--- config.mk ---
export PLATFORM = sky130hd
export DESIGN_NAME = wb_write_buffer
export DESIGN_NICKNAME = d
export VERILOG_FILES = /design/src/rtl/wb_write_buffer.sv
export SDC_FILE = /design/constraint.sdc
export NUM_CORES = 1
export LEC_CHECK = 0
export BUFFER_PORTS_ARGS = -buffer_cell sky130_fd_sc_hd__buf_2
export CAP_MARGIN = 20
export CORE_UTILIZATION = 45
export CTS_BUF_LIST = sky130_fd_sc_hd__clkbuf_4
export DETAILED_ROUTE_END_ITERATION = 10
export GPL_TIMING_DRIVEN = 0
export SKIP_LAST_GASP = 1
export SYNTH_ARGS = -nofsm -noshare
export SYNTH_HDL_FRONTEND = slang
export SYNTH_SLANG_ARGS = --single-unit
--- constraint.sdc ---
create_clock -name clock -period 4.1 [get_ports clock]
set_input_delay 0.205 -clock clock [delete_from_list [all_inputs] [get_ports clock]]
set_output_delay 0.205 -clock clock [all_outputs]
set_load 0.03 [all_outputs]
--- src/rtl/wb_write_buffer.sv ---
// Write-back buffer: in-order FIFO of completed results feeding the register file write port.
// Latency 1 cycle from accept to rf_we; in_ready drops when full. Optional commit trace under WB_TRACE_EN.
module wb_write_buffer #(
    parameter int DEPTH = 4,
    parameter int PTR_W = 2
) (
    input  logic             clock,
    input  logic             reset,
    input  logic             in_valid,
    output logic             in_ready,
    input  logic [1:0]       in_kind,
    input  logic [4:0]       in_rd,
    input  logic [31:0]      in_data,
    input  logic [31:0]      in_pc,
    input  logic             drain_en,
    output logic             rf_we,
    output logic [4:0]       rf_waddr,
    output logic [31:0]      rf_wdata,
    output logic [31:0]      rf_pc,
    input  logic [4:0]       fwd_addr,
    output logic             fwd_hit,
    output logic [31:0]      fwd_data,
    output logic [PTR_W:0]   wb_count
);

    localparam logic [PTR_W:0] LP_FULL = (PTR_W+1)'(DEPTH);

    logic [4:0]       r_addr [DEPTH];
    logic [31:0]      r_data [DEPTH];
    logic [31:0]      r_pc   [DEPTH];
    logic [PTR_W-1:0] r_wr_ptr;
    logic [PTR_W-1:0] r_rd_ptr;
    logic [PTR_W:0]   r_count;
    logic             r_rf_we;
    logic [4:0]       r_rf_waddr;
    logic [31:0]      r_rf_wdata;
    logic [31:0]      r_rf_pc;

    logic             w_ready;
    logic             w_push;
    logic             w_pop;
    logic [4:0]       w_eff_addr;
    logic             w_fwd_hit;
    logic [31:0]      w_fwd_data;

    assign w_ready    = reset && (r_count != LP_FULL);
    assign w_eff_addr = (in_kind == 2'b10) ? 5'd31 : in_rd;
    // No-write kinds and r0 destinations are handshaken but never occupy a slot.
    assign w_push     = in_valid && w_ready && (in_kind != 2'b00) && (w_eff_addr != 5'd0);
    assign w_pop      = drain_en && (r_count != '0);

    assign in_ready = w_ready;
    assign wb_count = r_count;
    assign rf_we    = r_rf_we;
    assign rf_waddr = r_rf_waddr;
    assign rf_wdata = r_rf_wdata;
    assign rf_pc    = r_rf_pc;
    assign fwd_hit  = w_fwd_hit;
    assign fwd_data = w_fwd_data;

    always_ff @(posedge clock) begin
        if (w_push) begin
            r_addr[r_wr_ptr] <= w_eff_addr;
            r_data[r_wr_ptr] <= in_data;
            r_pc[r_wr_ptr]   <= in_pc;
        end
    end

    always_ff @(posedge clock) begin
        if (!reset) begin
            r_wr_ptr   <= '0;
            r_rd_ptr   <= '0;
            r_count    <= '0;
            r_rf_we    <= 1'b0;
            r_rf_waddr <= '0;
            r_rf_wdata <= '0;
            r_rf_pc    <= '0;
        end else begin
            if (w_push) begin
                r_wr_ptr <= r_wr_ptr + 1'b1;
            end
            if (w_pop) begin
                r_rf_we    <= 1'b1;
                r_rf_waddr <= r_addr[r_rd_ptr];
                r_rf_wdata <= r_data[r_rd_ptr];
                r_rf_pc    <= r_pc[r_rd_ptr];
                r_rd_ptr   <= r_rd_ptr + 1'b1;
`ifdef WB_TRACE_EN
                $display("@%h: $%d <= %h", r_pc[r_rd_ptr], r_addr[r_rd_ptr], r_data[r_rd_ptr]);
`endif
            end else begin
                r_rf_we <= 1'b0;
            end
            case ({w_push, w_pop})
                2'b10:   r_count <= r_count + 1'b1;
                2'b01:   r_count <= r_count - 1'b1;
                default: r_count <= r_count;
            endcase
        end
    end

    // Lowest priority first (output register, then oldest queued) so the youngest match wins.
    always_comb begin
        w_fwd_hit  = 1'b0;
        w_fwd_data = '0;
        if (fwd_addr != 5'd0) begin
            if (r_rf_we && (r_rf_waddr == fwd_addr)) begin
                w_fwd_hit  = 1'b1;
                w_fwd_data = r_rf_wdata;
            end
            for (int k = 0; k < DEPTH; k++) begin
                if (((PTR_W+1)'(k) < r_count) &&
                    (r_addr[r_rd_ptr + PTR_W'(k)] == fwd_addr)) begin
                    w_fwd_hit  = 1'b1;
                    w_fwd_data = r_data[r_rd_ptr + PTR_W'(k)];
                end
            end
        end
    end

endmodule

Word-level counts from Yosys, hierarchy flattened
Memory sizes are Yosys's and may differ from the RTL's. A register that Yosys moved wholly into a read port is not among the register bits.
Cells that the tools add are included.

word-level totals
  register bits after elaboration = 45
  bits in writable memories = 276
  input bits = 80
  output and inout port bits = 107
  logic and storage cells = 65
  memories kept = 3

operators by class
  add/sub/neg operators = 6
  order comparisons = 4
  equality and inequality tests = 9
  mux-type cells = 21
  reduce and logical (&&, ||, !) cells = 16

memories
  name    words  bits a word  read ports  clocked after memory_dff  write ports  RTL line  RTL
  r_data  4      32           4           1                         1            29        logic [31:0] r_data [DEPTH];
  r_pc    4      32           1           1                         1            30        logic [31:0] r_pc [DEPTH];
  r_addr  4      5            4           1                         1            28        logic [4:0] r_addr [DEPTH];

operators by type and width
  kind                                                        number
  two-way mux 32 bit                                          6
  equality test 5 bit                                         5
  logical AND 1 bit                                           10
  nonzero test 5 bit                                          2
  two-way mux 1 bit                                           9
  two-way mux 2 bit                                           4
  less-than comparator 1 x 3 -> 1 bit (first input constant)  2
  less-than comparator 2 x 3 -> 1 bit (first input constant)  2
  one-hot mux 3 bit (2 select lines)                          1
  two-way mux 5 bit                                           1
  adder 2 x 1 -> 2 bit (second input constant)                2
  adder 2 bit (second input constant)                         2
  equality test 2 bit (second input constant)                 2
  nonzero test 2 bit                                          2
  adder 3 x 1 -> 3 bit (second input constant)                1
  != test 3 bit (second input constant)                       1
  nonzero test 3 bit                                          1
  subtractor 3 x 1 -> 3 bit (second input constant)           1
  equality test 2 x 1 -> 1 bit (second input constant)        1
  zero test 1 bit                                             1

Depth between registers and ports, before layout
Gate-level depths: netlist of the first run.

  depth in word-level cells = 8
  gate-level depth with buffers = 11
  gate-level depth less buffers = 10

Least setup slack after synthesis of the first run
OpenSTA, ideal clock, no wires.

  kind = register to register
  start point = register r_count[0], in the netlist wb_count[0]
  end point = memory r_addr[0][0], enable pin
  setup time = 0.435 ns
  data arrival time = 3.894 ns
  slack = -0.229 ns
  cell stages (with the launch flop) = 7
  path buffers = 0
  clock period less this slack = 4.329 ns
  cell sequence = dfxtp_1 inv_1 ha_1 a21boi_0 o211a_1 o31a_1 and2_1

between the ends
  longest elaborated chain between the ends = 7

RTL lines
  what                                     RTL line  RTL
  start, declared                          33        logic [PTR_W:0] r_count;
  start signal, assigned                   95        2'b10: r_count <= r_count + 1'b1;
  start signal, assigned                   96        2'b01: r_count <= r_count - 1'b1;
  start signal, assigned                   97        default: r_count <= r_count;
  != test 3 bit                            46        assign w_ready = reset && (r_count != LP_FULL);
  logical AND 1 bit                        46
  named net in_ready                       10        output logic in_ready,
  logical AND 1 bit (3 in series)          49        assign w_push = in_valid && w_ready && (in_kind != 2'b00) && (w_eff_addr != 5'd0);
  two-way mux 1 bit                        62        if (w_push) begin
  two-way mux 1 bit (not written as such)  63        r_addr[r_wr_ptr] <= w_eff_addr;
  end, declared                            28

The timed path passes the listed nets, and every way through them passes these cells.

Worst setup path after layout of the first run
  start point = register r_rd_ptr[1]
  end point = output fwd_data[29]

between the ends
  longest elaborated chain between the ends = 8

RTL lines
  what                              RTL line  RTL
  start, declared                   32        logic [PTR_W-1:0] r_rd_ptr;
  start signal, assigned            87        r_rd_ptr <= r_rd_ptr + 1'b1;
  adder 2 x 1 -> 2 bit              113, 115
  memory (4 x 5 bit)                -
  equality test 5 bit               113       (r_addr[r_rd_ptr + PTR_W'(k)] == fwd_addr)) begin
  logical AND 1 bit                 112       if (((PTR_W+1)'(k) < r_count) &&
  two-way mux 32 bit (2 in series)  112
  two-way mux 32 bit (*)            112
  two-way mux 32 bit (*)            106       if (fwd_addr != 5'd0) begin
  end, declared                     22        output logic [31:0] fwd_data,

Mark *: on every way between the ends. The rest lies on a longest branch, timed or not.

==> flow_summary.toml, run 1 <==
[finish]
layout-drive-gt1-share = 0.3479
n_fill_cell = 3517
fin_area_sq_um = 23050
stdcell_count = 2342
fin_nets = 1819
syn_to_final_growth_pct = 21.28

[cts]
clock-root-buffer = "clkbuf_4"
cts_tree = "done"
cts_made_buffers = 93
cts.clk_slew.worst_paths_ns = 0.06
cts_sinks = 355
clock_latency_ns = 0.87
clockBufferDepth = 3
htreeDepth = 3

[power_and_ir_drop]
power_density_nw_per_um2 = 493.7
ir_drop_mv = 0.3341
power.total_mw = 11.38
power.leakage_nw = 7.969

[drt]
drc_errors = 0
drt_pass1_iterations = 6
routed_via_density = 5.955
wl_per_cell_um = 24.60
via_count = 13950
wl_um = 57610
ant_nets = 0
drt_iter0_markers = 1055

[yosys]
synth_edf_count = 276
syn-num-nets = 1457
synth_cell_type_count = 52
synthCells = 1368
synth_top_flop_cell = "edfxtp_1"
avgSynthCellArea_sq_um = 13.89
synth_area_sq_um = 19010
synth_most_common_cell = "edfxtp_1"
post-synth-top-area-cell = "edfxtp_1"
synth_seq_cells = 355
synthTopCellsByArea = "edfxtp_1, mux4_2, dfxtp_1, mux2i_1, nand2_1"
ys_seq_area_frac = 0.5193
async_flop_share = 0
yosysTopAreaCellShare = 0.4360
synth_common_cells = "edfxtp_1, nand2_1, mux4_2, dfxtp_1, clkbuf_1"
ys_warn_count = 0

[grt]
grt_pass1_vias = 14240
grt_pass1_wl_um = 86230
overflow = 0
grt_max_degree = 48
antenna_found_initial = 5
track_usage = 0.2679

[die]
die_y_um = 207.5
start_util = 0.4613
ioPinCount = 187
core-area_sq_um = 41200
die_x_um = 207.5
rows = 74
dieArea_sq_um = 43060

[worst_hold_path]
hp-class = "primary input to flop"

[sta]
finalSetupViolations = 0
tightestPinTransition_ns = 1.046
finClkSkew_ns = 0.04446
timing.fmax_mhz = 251.9
rsz0062_at_grt = "yes"
fin_crit_sh = 0.9683
hold_viol = 0
period_needed_ns = 3.970
final_max_slew_viol_count = 0
slew-limit-headroom = 0.3026
timing.hold.ws_ns = 0.06306

[worst_setup_path]
worstPathArrival_ns = 3.77
worst-setup-path-type = "flop to output port"
cp-end-kind = "output port"
critPathMaxFanout = 10
start_kind = "flop"
crit_required_ns = 3.89

[placed_design]
gp_congestion = 0.8815
place_inst = 2085
dpl_cell_area_sq_um = 20700
numPortBuffers = 181
dp_hpwl_um = 37530

[status]
status = "completed"

[run]
max-cap-violations = 0
-- kinds of logic after synthesis --
family,share of synthesized area
DFF,0.5193
and+or+nand+nor,0.08861
muxes,0.2101
AOI/OAI and AO/OA,0.1234
buffers and inverters,0.03811
xor gates and xnor gates,0.01468
adders and majority gates,0.005925
-- registers in the layout (all words and copies together), names as in the netlist, named ones only --
register	cells
wb_count	3
rf_waddr	5
rf_we	1
rf_pc	32
r_data	128
r_addr	20
r_wr_ptr	2
r_rd_ptr	2
r_pc	128
rf_wdata	32
-- layer usage --
layer / up-vias / global-route usage / wire length, um / share of wire
met5: - / 0 / 11 / 0.00019
met4: 2 / 0.1065 / 1783 / 0.031
met3: 122 / 0.06793 / 4443 / 0.077
met2: 611 / 0.4209 / 27010 / 0.47
met1: 7022 / 0.3560 / 24370 / 0.42
li1: 6189 / - / - / -
-- what timing repair did --
action,CTS,global route
resized for setup,49,46
setup endpoints to repair,33,32
hold endpoints to repair,276,3
hold buffers,73,1
buffers inserted,6,0
cloned,0,0
pin swaps,4,10
-- power breakdown --
part / total, mW / switching, mW / leakage [nW] / internal [mW]
sequential: 4.30 / 0.186 / 3.14 / 4.12
clock: 3.11 / 1.53 / 0.709 / 1.58
combinational: 3.97 / 2.43 / 4.12 / 1.54
total: 11.4 / 4.14 / 7.97 / 7.24
-- worst paths after layout --
kind,startpoint,endpoint,slack [ns],cells past startpoint
setup / recovery,r_rd_ptr[1]$_SDFFE_PN0P_,fwd_data[29],0.13,9
setup reg to reg,wb_count[0]$_SDFFE_PN0P_,r_data[3][15]$_DFFE_PP_,0.66,7
hold reg to reg,rf_pc[8]$_SDFFE_PN0P_,rf_pc[8]$_SDFFE_PN0P_,0.46,2
hold / removal,reset,wb_count[2]$_SDFFE_PN0P_,0.06,3
-- cell usage in the layout, fill, tap and decap left out, types with 44 or more instances in the layout --
cell type / Yosys / final
clkbuf_4: 0 / 143
mux4_2: 113 / 113
mux2_1: 44 / 44
buf_2: 26 / 193
dfxtp_1: 79 / 78
edfxtp_1: 276 / 276
nand2_1: 174 / 173
a21boi_1: 52 / 52
clkbuf_1: 75 / 54
dlygate4sd3_1: 0 / 74
mux2i_1: 70 / 70
-- area by class of cell --
type | instances | area (sq um) | area share
diodes | 5 | 12.51 | 0.0005428
plain buffers | 135 | 778.2 | 0.03376
clock buffers | 133 | 998.5 | 0.04332
clock inverters | 37 | 209.0 | 0.009065
inverters | 9 | 33.78 | 0.001466
multi-input cells | 869 | 8621 | 0.3740
flip-flops and latches | 355 | 9871 | 0.4282
well taps | 532 | 665.6 | 0.02888
repair buffers | 267 | 1862 | 0.08077
-- through the flow --
step	setup TNS [ns]	setup WS, ns	utilization
6_report	0	0.1299	0.5595
4_1_cts	0	0.0009006	0.5549
3_3_place_gp	-25.86	-0.1225	0.4996
2_1_floorplan	0	0.5226	-
5_1_grt	-0.08524	-0.02472	0.5593
3_5_place_dp	0	0.2920	0.5024
-- worst max-delay path: stages, from the launching register on --
cell and delay, ns:
dfxtp_1 0.32, buf_6 0.15, buf_2 0.28, mux4_2 0.38
xnor2_2 0.23, clkbuf_1 0.35, and3_1 0.28, and2_1 0.16
o41ai_2 0.47, clkbuf_4 0.29
(Power assumes the default switching activity.)
==> run 2: changes to the inputs <==
- PLACE_DENSITY: unset -> 0.71
- RECOVER_POWER: unset -> 25
==> run 2 against run 1 <==
- sequential cell count unchanged
- die area unchanged
- worst setup slack about the same
- routed wire length down 2.7%
==> flow_summary.toml, run 2 (synthesis results as in run 1) <==
[worst_setup_path]
crit_chain = "buf_6, mux4_2, xnor2_2, clkbuf_1, and3_1, and2_1, o41ai_2, buf_2"
critical_path_buf_inv_count = 3
crit_required_ns = 3.89
worstPathArrival_ns = 3.77
critPathMaxFanout = 10
start_kind = "flop"
regToRegEndpoint = "r_pc[3][31]$_DFFE_PP_"
critical_path.top_delay_family = "buffers and inverters"
r2r_cells = 7
cp_slowest_stage_delay_ns = 0.54
cp-end-kind = "output port"
r2r-start = "wb_count[0]$_SDFFE_PN0P_"
worst-setup-path-type = "flop to output port"
crit_slowest_cell = "mux4_2"
r2r_setup_slack_ns = 1.01

[sta]
period_needed_ns = 3.970
hold_viol = 0
finClkSkew_ns = 0.06892
finalSetupViolations = 0
final_max_slew_viol_count = 0
rsz0062_at_grt = "yes"
slew-limit-headroom = 0.3155
timing.fmax_mhz = 251.9
tns_ns = 0
tightestPinTransition_ns = 1.027
fin_crit_sh = 0.9683

[finish]
final_common_cell = "edfxtp_1"
syn_to_final_growth_pct = 20.49
layout-drive-gt1-share = 0.3237
fin_nets = 1814
mostFrequentLayoutCells = "edfxtp_1, nand2_1, buf_2"
biggestRegsByFlops = "r_data (128), r_pc (128)"

[power_and_ir_drop]
pwr-share-seq = 0.376
p_comb_frac = 0.340
power.total_mw = 11.45
p_int_mw = 7.378
clockPowerShare = 0.284
power_density_nw_per_um2 = 499.9
ir_drop_mv = 0.3906
p_sw_mw = 4.069
switching_share = 0.3554
power.leakage_nw = 7.843

[cts]
cts_made_buffers = 94
cts_tree = "done"
cts_sinks = 355
clock-root-buffer = "clkbuf_4"
clock_latency_ns = 0.82
htreeDepth = 3
clockBufferDepth = 3
cts.clk_slew.worst_paths_ns = 0.06

[grt]
track_usage = 0.2603
grt_pass1_wl_um = 84990
grt_pass1_vias = 14470
grt_max_degree = 50
overflow = 0
antenna_found_initial = 5

[die]
dieArea_sq_um = 43060
start_util = 0.4613
ioPinCount = 187
die_x_um = 207.5
die_y_um = 207.5
core-area_sq_um = 41200
rows = 74

[placed_design]
gp_congestion = 0.9079
numPortBuffers = 181
dp_hpwl_um = 36680

[run]
max-cap-violations = 0

[worst_hold_path]
whs_endpoint = "r_addr[1][4]$_DFFE_PP_"
hp-class = "primary input to flop"
hold_path_depth = 3
hold_path_startpoint = "in_kind[0]"

[drt]
ant_nets = 0
routed_via_density = 5.976
drt_iter0_markers = 1193
drt_pass1_iterations = 5
drc_errors = 0
wl_per_cell_um = 23.94
via_count = 13990
wl_um = 56030

[status]
status = "completed"
==> run 2: cell types whose count changed in the layout (fill, tap and decap cells not counted), moves of 2 or more <==
cell / before / now
o41ai_4: 6 / 4
clkinv_1: 26 / 20
inv_6: 3 / 0
o41ai_2: 26 / 28
clkbuf_4: 143 / 151
buf_8: 3 / 0
buf_2: 193 / 156
buf_4: 28 / 12
clkbuf_2: 13 / 19
dlygate4sd3_1: 74 / 72
clkbuf_1: 54 / 103
buf_6: 9 / 12
==> run 2: area by class of cell <==
type / instances / area (sq um)
Antenna cell: 4 / 10.01
Buffer: 134 / 747.0
Clock buffer: 147 / 1104
Clock inverter: 28 / 170.2
Fill cell: 3413 / 18300
Inverter: 9 / 33.78
Multi-Input combinational cell: 869 / 8582
Sequential cell: 355 / 9869
Tap cell: 532 / 665.6
Timing Repair Buffer: 262 / 1719
==> run 2: worst max path at each step <==
stage	start	end	slack [ns]	cells past startpoint
5_1_grt	flop	fwd_data[2]	-0.04	10
3_5_place_dp	flop	fwd_data[1]	0.39	9
3_3_place_gp	wb_count[0]$_SDFFE_PN0P_	r_pc[1][31]$_DFFE_PP_	0.16	6
4_1_cts	flop	fwd_data[4]	0.004	11
6_report	r_rd_ptr[0]$_SDFFE_PN0P_	fwd_data[1]	0.13	8
2_1_floorplan	wb_count[0]$_SDFFE_PN0P_	r_addr[0][0]$_DFFE_PP_	0.52	6
==> run 2: routing by layer <==
layer  global-route usage  wire, um  up-vias
li1                     -         -     6162
met1               0.3239     22440     7013
met2               0.4285     26950      666
met3              0.07080      4796      144
met4               0.1078      1833        0
met5                    0         0        -
==> run 2: tightest hold or removal path, cell delays in order <==
cell,delay [ns]
buf_2,0.11
nand2b_1,0.22
nand2b_1,0.18
==> run 2: per-stage QoR <==
stage / cell area [sq um] / setup slack, ns / util / hold WS, ns / cells
detailed placement: 20700 / 0.3899 / 0.5024 / 0.4197 / 2085
floorplan: 19010 / 0.5226 / - / 0.3039 / 1368
global route: 22900 / -0.03507 / 0.5557 / 0.03636 / 2338
finish: 22900 / 0.1300 / 0.5558 / 0.08071 / 2340
CTS: 22770 / 0.004173 / 0.5526 / 0.01146 / 2332
global placement: 20580 / 0.1616 / 0.4996 / 0.4155 / 2081
==> run 2: power by group through the flow <==
stage,registers (mW),logic (mW),clock network [mW]
2_1_floorplan,4.64,2.31,0
3_3_place_gp,4.37,3.67,0
3_5_place_dp,4.37,3.72,0
4_1_cts,4.30,3.81,3.32
5_1_grt,4.32,4.14,3.49
6_report,4.30,3.89,3.25
==> run 2: repair_timing <==
item / 4_1_cts / 5_1_grt
cloned: 0 / 0
gates resized for setup: 18 / 59
hold buffers: 72 / 0
endpoints found under the hold margin: 276 / 0
setup endpoints to repair: 32 / 32
setup buffers: 1 / 1
pin swaps: 2 / 6
